$ cat config.mk
export PLATFORM = sky130hd
export DESIGN_NAME = serial_receiver_param_flat
export DESIGN_NICKNAME = d
export VERILOG_FILES = /design/src/rtl/serial_rx_pkg.sv /design/src/rtl/serial_receiver_param_if.sv /design/src/rtl/serial_rx_out_buf.sv /design/src/rtl/serial_receiver_param.sv /design/src/flat_wrapper.sv
export SDC_FILE = /design/constraint.sdc
export NUM_CORES = 1
export LEC_CHECK = 0
export BUFFER_PORTS_ARGS = -buffer_cell sky130_fd_sc_hd__buf_2
export CAP_MARGIN = 40
export CORE_ASPECT_RATIO = 1.1
export CORE_MARGIN = 2
export CORE_UTILIZATION = 41
export CTS_CLUSTER_DIAMETER = 150
export DETAILED_ROUTE_END_ITERATION = 8
export PLACE_DENSITY = 0.74
export SLEW_MARGIN = 5
export SYNTH_ARGS = -nofsm -noshare
export SYNTH_HDL_FRONTEND = slang
export SYNTH_SLANG_ARGS = --single-unit
$ cat constraint.sdc
create_clock -name clk -period 1.35 [get_ports clk]
set_input_delay 0.2025 -clock clk [delete_from_list [all_inputs] [get_ports clk]]
set_output_delay 0.2025 -clock clk [all_outputs]
set_load 0.1 [all_outputs]
$ cat src/rtl/serial_rx_pkg.sv
// Shared types and constants for the parameterised serial receiver.
// Holds the receive FSM encoding and the parity-mode selector values.
package serial_rx_pkg;

  typedef enum logic [2:0] {
    IDLE   = 3'd0,
    DATA   = 3'd1,
    PARITY = 3'd2,
    STOP   = 3'd3,
    DONE   = 3'd4,
    ERROR  = 3'd5
  } state_t;

  localparam int PARITY_NONE = 0;
  localparam int PARITY_EVEN = 1;
  localparam int PARITY_ODD  = 2;

endpackage

$ cat src/rtl/serial_receiver_param_if.sv
// Line, status and output-handshake signals of the serial receiver.
// The receiver takes the slave view; the line driver / word consumer takes master.
interface serial_receiver_param_if #(
  parameter int DATA_BITS = 8
);
  logic                 in;
  logic                 out_ready;
  logic                 done;
  logic [DATA_BITS-1:0] out_data;
  logic                 out_valid;
  logic                 parity_err;
  logic                 framing_err;
  logic                 overrun;

  modport master (
    output in, out_ready,
    input  done, out_data, out_valid, parity_err, framing_err, overrun
  );

  modport slave (
    input  in, out_ready,
    output done, out_data, out_valid, parity_err, framing_err, overrun
  );
endinterface

$ cat src/rtl/serial_rx_out_buf.sv
// One-entry holding register for received words with valid/ready hand-off.
// A word arriving while the old one is still unconsumed is dropped and flagged.
module serial_rx_out_buf #(
  parameter int WIDTH = 8
) (
  input  logic             clk,
  input  logic             reset,
  input  logic             load,
  input  logic [WIDTH-1:0] load_data,
  input  logic             ready,
  output logic [WIDTH-1:0] data,
  output logic             valid,
  output logic             overrun
);

  // NOTE: sequential state uses non-blocking assignments so every register samples pre-edge values.
  always_ff @(posedge clk or posedge reset) begin
    if (reset) begin
      data    <= '0;
      valid   <= 1'b0;
      overrun <= 1'b0;
    end else begin
      overrun <= 1'b0;
      if (load) begin
        // A consumer taking the old word on this same edge frees the slot.
        if (valid && !ready) begin
          overrun <= 1'b1;
        end else begin
          data  <= load_data;
          valid <= 1'b1;
        end
      end else if (valid && ready) begin
        valid <= 1'b0;
      end
    end
  end

endmodule

$ cat src/rtl/serial_receiver_param.sv
// Parameterised serial frame receiver: start bit, DATA_BITS LSB-first data,
// optional parity, STOP_BITS stop bits, one line bit per clock.
module serial_receiver_param
  import serial_rx_pkg::*;
#(
  parameter int DATA_BITS   = 8,
  parameter int PARITY_MODE = PARITY_NONE,
  parameter int STOP_BITS   = 1
) (
  input logic                   clk,
  input logic                   reset,
  serial_receiver_param_if.slave bus
);

  if (DATA_BITS < 5 || DATA_BITS > 9) begin : g_bad_data_bits
    $error("serial_receiver_param: DATA_BITS must be 5..9");
  end
  if (PARITY_MODE != PARITY_NONE && PARITY_MODE != PARITY_EVEN && PARITY_MODE != PARITY_ODD) begin : g_bad_parity
    $error("serial_receiver_param: PARITY_MODE must be 0, 1 or 2");
  end
  if (STOP_BITS < 1 || STOP_BITS > 2) begin : g_bad_stop_bits
    $error("serial_receiver_param: STOP_BITS must be 1..2");
  end

  localparam int                CNT_W    = $clog2(DATA_BITS);
  localparam logic [CNT_W-1:0]  LAST_BIT = CNT_W'(DATA_BITS - 1);

  state_t               state, next_state;
  logic [CNT_W-1:0]     bit_cnt;
  logic                 stop_cnt;
  logic [DATA_BITS-1:0] shift_reg;
  logic                 parity_bad;
  logic                 err_seen;
  logic                 last_stop;
  logic                 load;

  assign last_stop = (STOP_BITS == 1) || stop_cnt;

  always_ff @(posedge clk or posedge reset) begin
    if (reset) state <= IDLE;
    else       state <= next_state;
  end

  // NOTE: every combinational output gets a default first, so no path can infer a latch.
  always_comb begin
    next_state = state;
    unique case (state)
      IDLE, DONE: next_state = bus.in ? IDLE : DATA;
      DATA: begin
        if (bit_cnt == LAST_BIT)
          next_state = (PARITY_MODE != PARITY_NONE) ? PARITY : STOP;
      end
      PARITY: next_state = STOP;
      STOP: begin
        if (!bus.in)        next_state = ERROR;
        else if (last_stop) next_state = DONE;
      end
      ERROR:   if (bus.in) next_state = IDLE;
      default: next_state = IDLE;
    endcase
  end

  always_ff @(posedge clk or posedge reset) begin
    if (reset) begin
      bit_cnt    <= '0;
      stop_cnt   <= 1'b0;
      shift_reg  <= '0;
      parity_bad <= 1'b0;
      err_seen   <= 1'b0;
    end else begin
      bit_cnt  <= (state == DATA && bit_cnt != LAST_BIT) ? bit_cnt + 1'b1 : '0;
      stop_cnt <= (state == STOP) ? ~stop_cnt : 1'b0;
      err_seen <= (state == ERROR);
      if (state == DATA) begin
        shift_reg  <= {bus.in, shift_reg[DATA_BITS-1:1]};
        parity_bad <= 1'b0;
      end else if (state == PARITY) begin
        parity_bad <= ((^shift_reg) ^ bus.in) != (PARITY_MODE == PARITY_ODD);
      end
    end
  end

  always_comb begin
    bus.done        = (state == DONE);
    bus.parity_err  = (state == DONE) && parity_bad;
    bus.framing_err = (state == ERROR) && !err_seen;
    // The word is committed on the edge that accepts the final stop bit.
    load            = (state == STOP) && bus.in && last_stop && !parity_bad;
  end

  serial_rx_out_buf #(
    .WIDTH (DATA_BITS)
  ) u_out_buf (
    .clk       (clk),
    .reset     (reset),
    .load      (load),
    .load_data (shift_reg),
    .ready     (bus.out_ready),
    .data      (bus.out_data),
    .valid     (bus.out_valid),
    .overrun   (bus.overrun)
  );

endmodule

$ cat src/flat_wrapper.sv
// flat-port wrapper written by rule: the top's interface ports become plain ports
module serial_receiver_param_flat import serial_rx_pkg::*;
#(
  parameter int DATA_BITS   = 8,
  parameter int PARITY_MODE = PARITY_NONE,
  parameter int STOP_BITS   = 1
)
  (clk, reset, bus_in, bus_out_ready, bus_done, bus_out_data, bus_out_valid, bus_parity_err, bus_framing_err, bus_overrun);
  serial_receiver_param_if #(.DATA_BITS(DATA_BITS)) bus_i ();
  input logic clk;
  input logic reset;
  input wire logic [$bits(bus_i.in)-1:0] bus_in;
  input wire logic [$bits(bus_i.out_ready)-1:0] bus_out_ready;
  output wire logic [$bits(bus_i.done)-1:0] bus_done;
  output wire logic [$bits(bus_i.out_data)-1:0] bus_out_data;
  output wire logic [$bits(bus_i.out_valid)-1:0] bus_out_valid;
  output wire logic [$bits(bus_i.parity_err)-1:0] bus_parity_err;
  output wire logic [$bits(bus_i.framing_err)-1:0] bus_framing_err;
  output wire logic [$bits(bus_i.overrun)-1:0] bus_overrun;
  assign bus_i.in = bus_in;
  assign bus_i.out_ready = bus_out_ready;
  assign bus_done = bus_i.done;
  assign bus_out_data = bus_i.out_data;
  assign bus_out_valid = bus_i.out_valid;
  assign bus_parity_err = bus_i.parity_err;
  assign bus_framing_err = bus_i.framing_err;
  assign bus_overrun = bus_i.overrun;
  serial_receiver_param #(.DATA_BITS(DATA_BITS), .PARITY_MODE(PARITY_MODE), .STOP_BITS(STOP_BITS)) u_core (.clk(clk), .reset(reset), .bus(bus_i));
endmodule
==> flow_metrics.py <==
metrics = {
    "run_status": {
        "outcome": "complete, but fails checks",
        "violations": "setup timing",
    },
    "logic_synthesis": {
        "ys_seq_area_frac": 0.560,
        "synth_area_um2": 1160,
        "synth_edf_count": 0,
        "synth_top_cell_area_share": 0.560,
        "syn_area_per_cell_um2": 14.2,
        "ys.warnings.count": 0,
        "synthCells": 82,
        "synthArstFlopShare": 1.00,
        "synthFlopType": "dfrtp_1",
        "syn_nets": 88,
        "synth_top_area_cell": "dfrtp_1",
        "ys_top_cells_by_area": "dfrtp_1, mux2_4, mux2_2",
        "ys_ff_latch": 26,
        "ys_types": 23,
    },
    "worst_hold_path": {
        "min_path_type": "in2reg",
        "whs_endpoint": "u_core.u_out_buf.overrun$_DFF_PP0_",
        "worst_hold_path.num_cells": 3,
        "hold_start": "bus_out_ready",
    },
    "place": {
        "numPortBuffers": 16,
        "dp_hpwl_um": 1470,
        "post-place-ws_ns": -0.0865,
        "globalplace.congestion": 0.711,
        "dpl.cell_count": 144,
    },
    "timing": {
        "rsz0062_at_grt": "yes",
        "slew-limit-headroom": 0.678,
        "finalWorstSetupSlack_ns": -0.295,
        "hold_viol_final": 0,
        "finClkSkew_ns": 0.0109,
        "slew_violations": 0,
        "worst_pin_slew_ns": 0.486,
        "finalSetupViolations": 20,
        "min_period_ns": 1.65,
        "post-route-period-util": 1.22,
        "fmax_mhz": 608,
    },
    "finish": {
        "layout.cells.non_filler": 158,
        "diodes": 0,
        "nNetsFinal": 132,
        "drive_above_1_share": 0.608,
        "area_growth_pct": 50.3,
    },
    "floorplan": {
        "die_y_um": 59.8,
        "core_um2": 2730,
        "rows": 20,
        "dieArea_um2": 3280,
        "initial_utilization": 0.426,
        "die_w_um": 54.8,
        "io_pins": 17,
    },
    "global_routing": {
        "gr-total-overflow": 0,
        "grt_pass1_vias": 769,
        "grt_max_degree": 27,
        "grt_use_total": 0.159,
        "antenna_found_initial": 0,
        "grt_pass1_wl_um": 3640,
    },
    "clock_network": {
        "cts_tree": "done",
        "root_buffer": "clkbuf_4",
        "cts_buffers": 3,
        "cts_max_path_buffers": 2,
        "h-tree-depth": 1,
        "cts_sinks": 26,
        "clkTransAtPathRegs_ns": 0.14,
        "clock_latency_ns": 0.31,
    },
    "setup_path": {
        "end_kind": "flop",
        "rr_worst_depth": 6,
        "start_kind": "flop",
        "reg2reg_slack_ns": -0.30,
        "crit_type": "reg2reg",
        "arrival_ns": 1.85,
        "worst_r2r_startpoint": "u_core.state[0]$_DFFE_PP0P_",
        "critPathMaxFanout": 8,
        "r2r-end": "u_core.u_out_buf.data[7]$_DFFE_PP0P_",
        "required_ns": 1.55,
    },
    "routing": {
        "postRouteAntennaNets": 0,
        "wire_per_inst_um": 14.4,
        "wl_um": 2270,
        "drt_iter0_drc": 7,
        "vias_per_cell": 4.76,
        "drc": 0,
        "vias": 752,
        "drt_pass1_iterations": 4,
    },
    "flow_run": {
        "cap_viol_max_count": 0,
    },
}
stage by stage:
| step | util | cell area [um2] | hold WS [ns] | setup TNS, ns |
|---|---|---|---|---|
| 2_1_floorplan | - | 1200 | 0.242 | -1.99 |
| 3_3_place_gp | 0.547 | 1490 | 0.264 | -0.276 |
| 3_5_place_dp | 0.547 | 1490 | 0.265 | -0.893 |
| 4_1_cts | 0.615 | 1680 | 0.124 | -2.48 |
| 5_1_grt | 0.640 | 1750 | 0.127 | -4.70 |
| 6_report | 0.640 | 1750 | 0.140 | -3.70 |
critical path, cell delays in order (launching register included):
cell and delay [ns]:
dfrtp_1 0.44, buf_4 0.14, buf_4 0.13, and4bb_1 0.22, and3_4 0.18, buf_12 0.14
mux2_4 0.30
logic make-up after synthesis:
kind of cell | Yosys count | synth area share
mux | 17 | 0.189
fa+ha+maj | 2 | 0.0215
compound gates | 4 | 0.0172
simple gates | 22 | 0.118
buf+inv | 4 | 0.0291
flops | 26 | 0.560
xor+xnor | 7 | 0.0646
layout make-up:
| cell class | count | area, um2 |
|---|---|---|
| tap | 33 | 41.3 |
| sequential | 26 | 656 |
| clock buffer | 3 | 22.5 |
| fill | 205 | 981 |
| clock inverter | 1 | 30.0 |
| multi-input combinational | 52 | 574 |
| timing repair buffer | 42 | 419 |
| inverter | 1 | 3.75 |
cell usage after synthesis, types with 4 or more instances:
cell type and count:
dfrtp_1 26, mux2_2 8, mux2_4 8, nor2b_1 5
nor2_1 4, xnor2_1 4
metal layers:
| metal | up-vias | global-route usage | share of wire |
|---|---|---|---|
| met5 | - | 0 | 0 |
| met4 | 0 | 0.0750 | 0.0084 |
| met3 | 2 | 0.0150 | 0.029 |
| met2 | 13 | 0.272 | 0.56 |
| met1 | 374 | 0.197 | 0.40 |
| li1 | 363 | - | - |
worst max-delay path by stage:
stage	slack, ns	startpoint	depth (start not counted)	end
finish	-0.30	u_core.state[0]$_DFFE_PP0P_	6	u_core.u_out_buf.data[7]$_DFFE_PP0P_
global route	-0.33	u_core.state[0]$_DFFE_PP0P_	4	bus_framing_err
CTS	-0.26	u_core.state[1]$_DFFE_PP0P_	4	bus_parity_err
detailed placement	-0.09	u_core.state[2]$_DFFE_PP0P_	4	u_core.u_out_buf.data[5]$_DFFE_PP0P_
global placement	-0.04	u_core.state[2]$_DFFE_PP0P_	4	u_core.u_out_buf.data[7]$_DFFE_PP0P_
floorplan	-0.64	u_core.state[1]$_DFFE_PP0P_	2	bus_parity_err
timing repair:
action,in CTS,in global routing
cloned,1,0
endpoints found under the hold margin,26,0
hold buffers,1,0
buffers inserted,5,3
pin swaps,2,4
setup endpoints to repair,21,28
gates resized for setup,17,17
cells in the final DEF, fill, tap and decap left out, types with 2 or more instances in the layout:
cell type / netlist / final
buf_4: 1 / 18
xnor2_1: 4 / 3
buf_6: 2 / 5
mux2_4: 8 / 16
nor2_1: 4 / 4
and2_4: 0 / 2
dfrtp_1: 26 / 24
buf_12: 0 / 6
nor2b_4: 0 / 2
nor2b_1: 5 / 2
xor2_1: 2 / 2
clkbuf_4: 0 / 10
and3b_1: 2 / 2
buf_2: 0 / 4
ha_1: 2 / 2
Power is not shown: default switching activity piles up to over one toggle a cycle in this logic, so the estimate is an artifact.
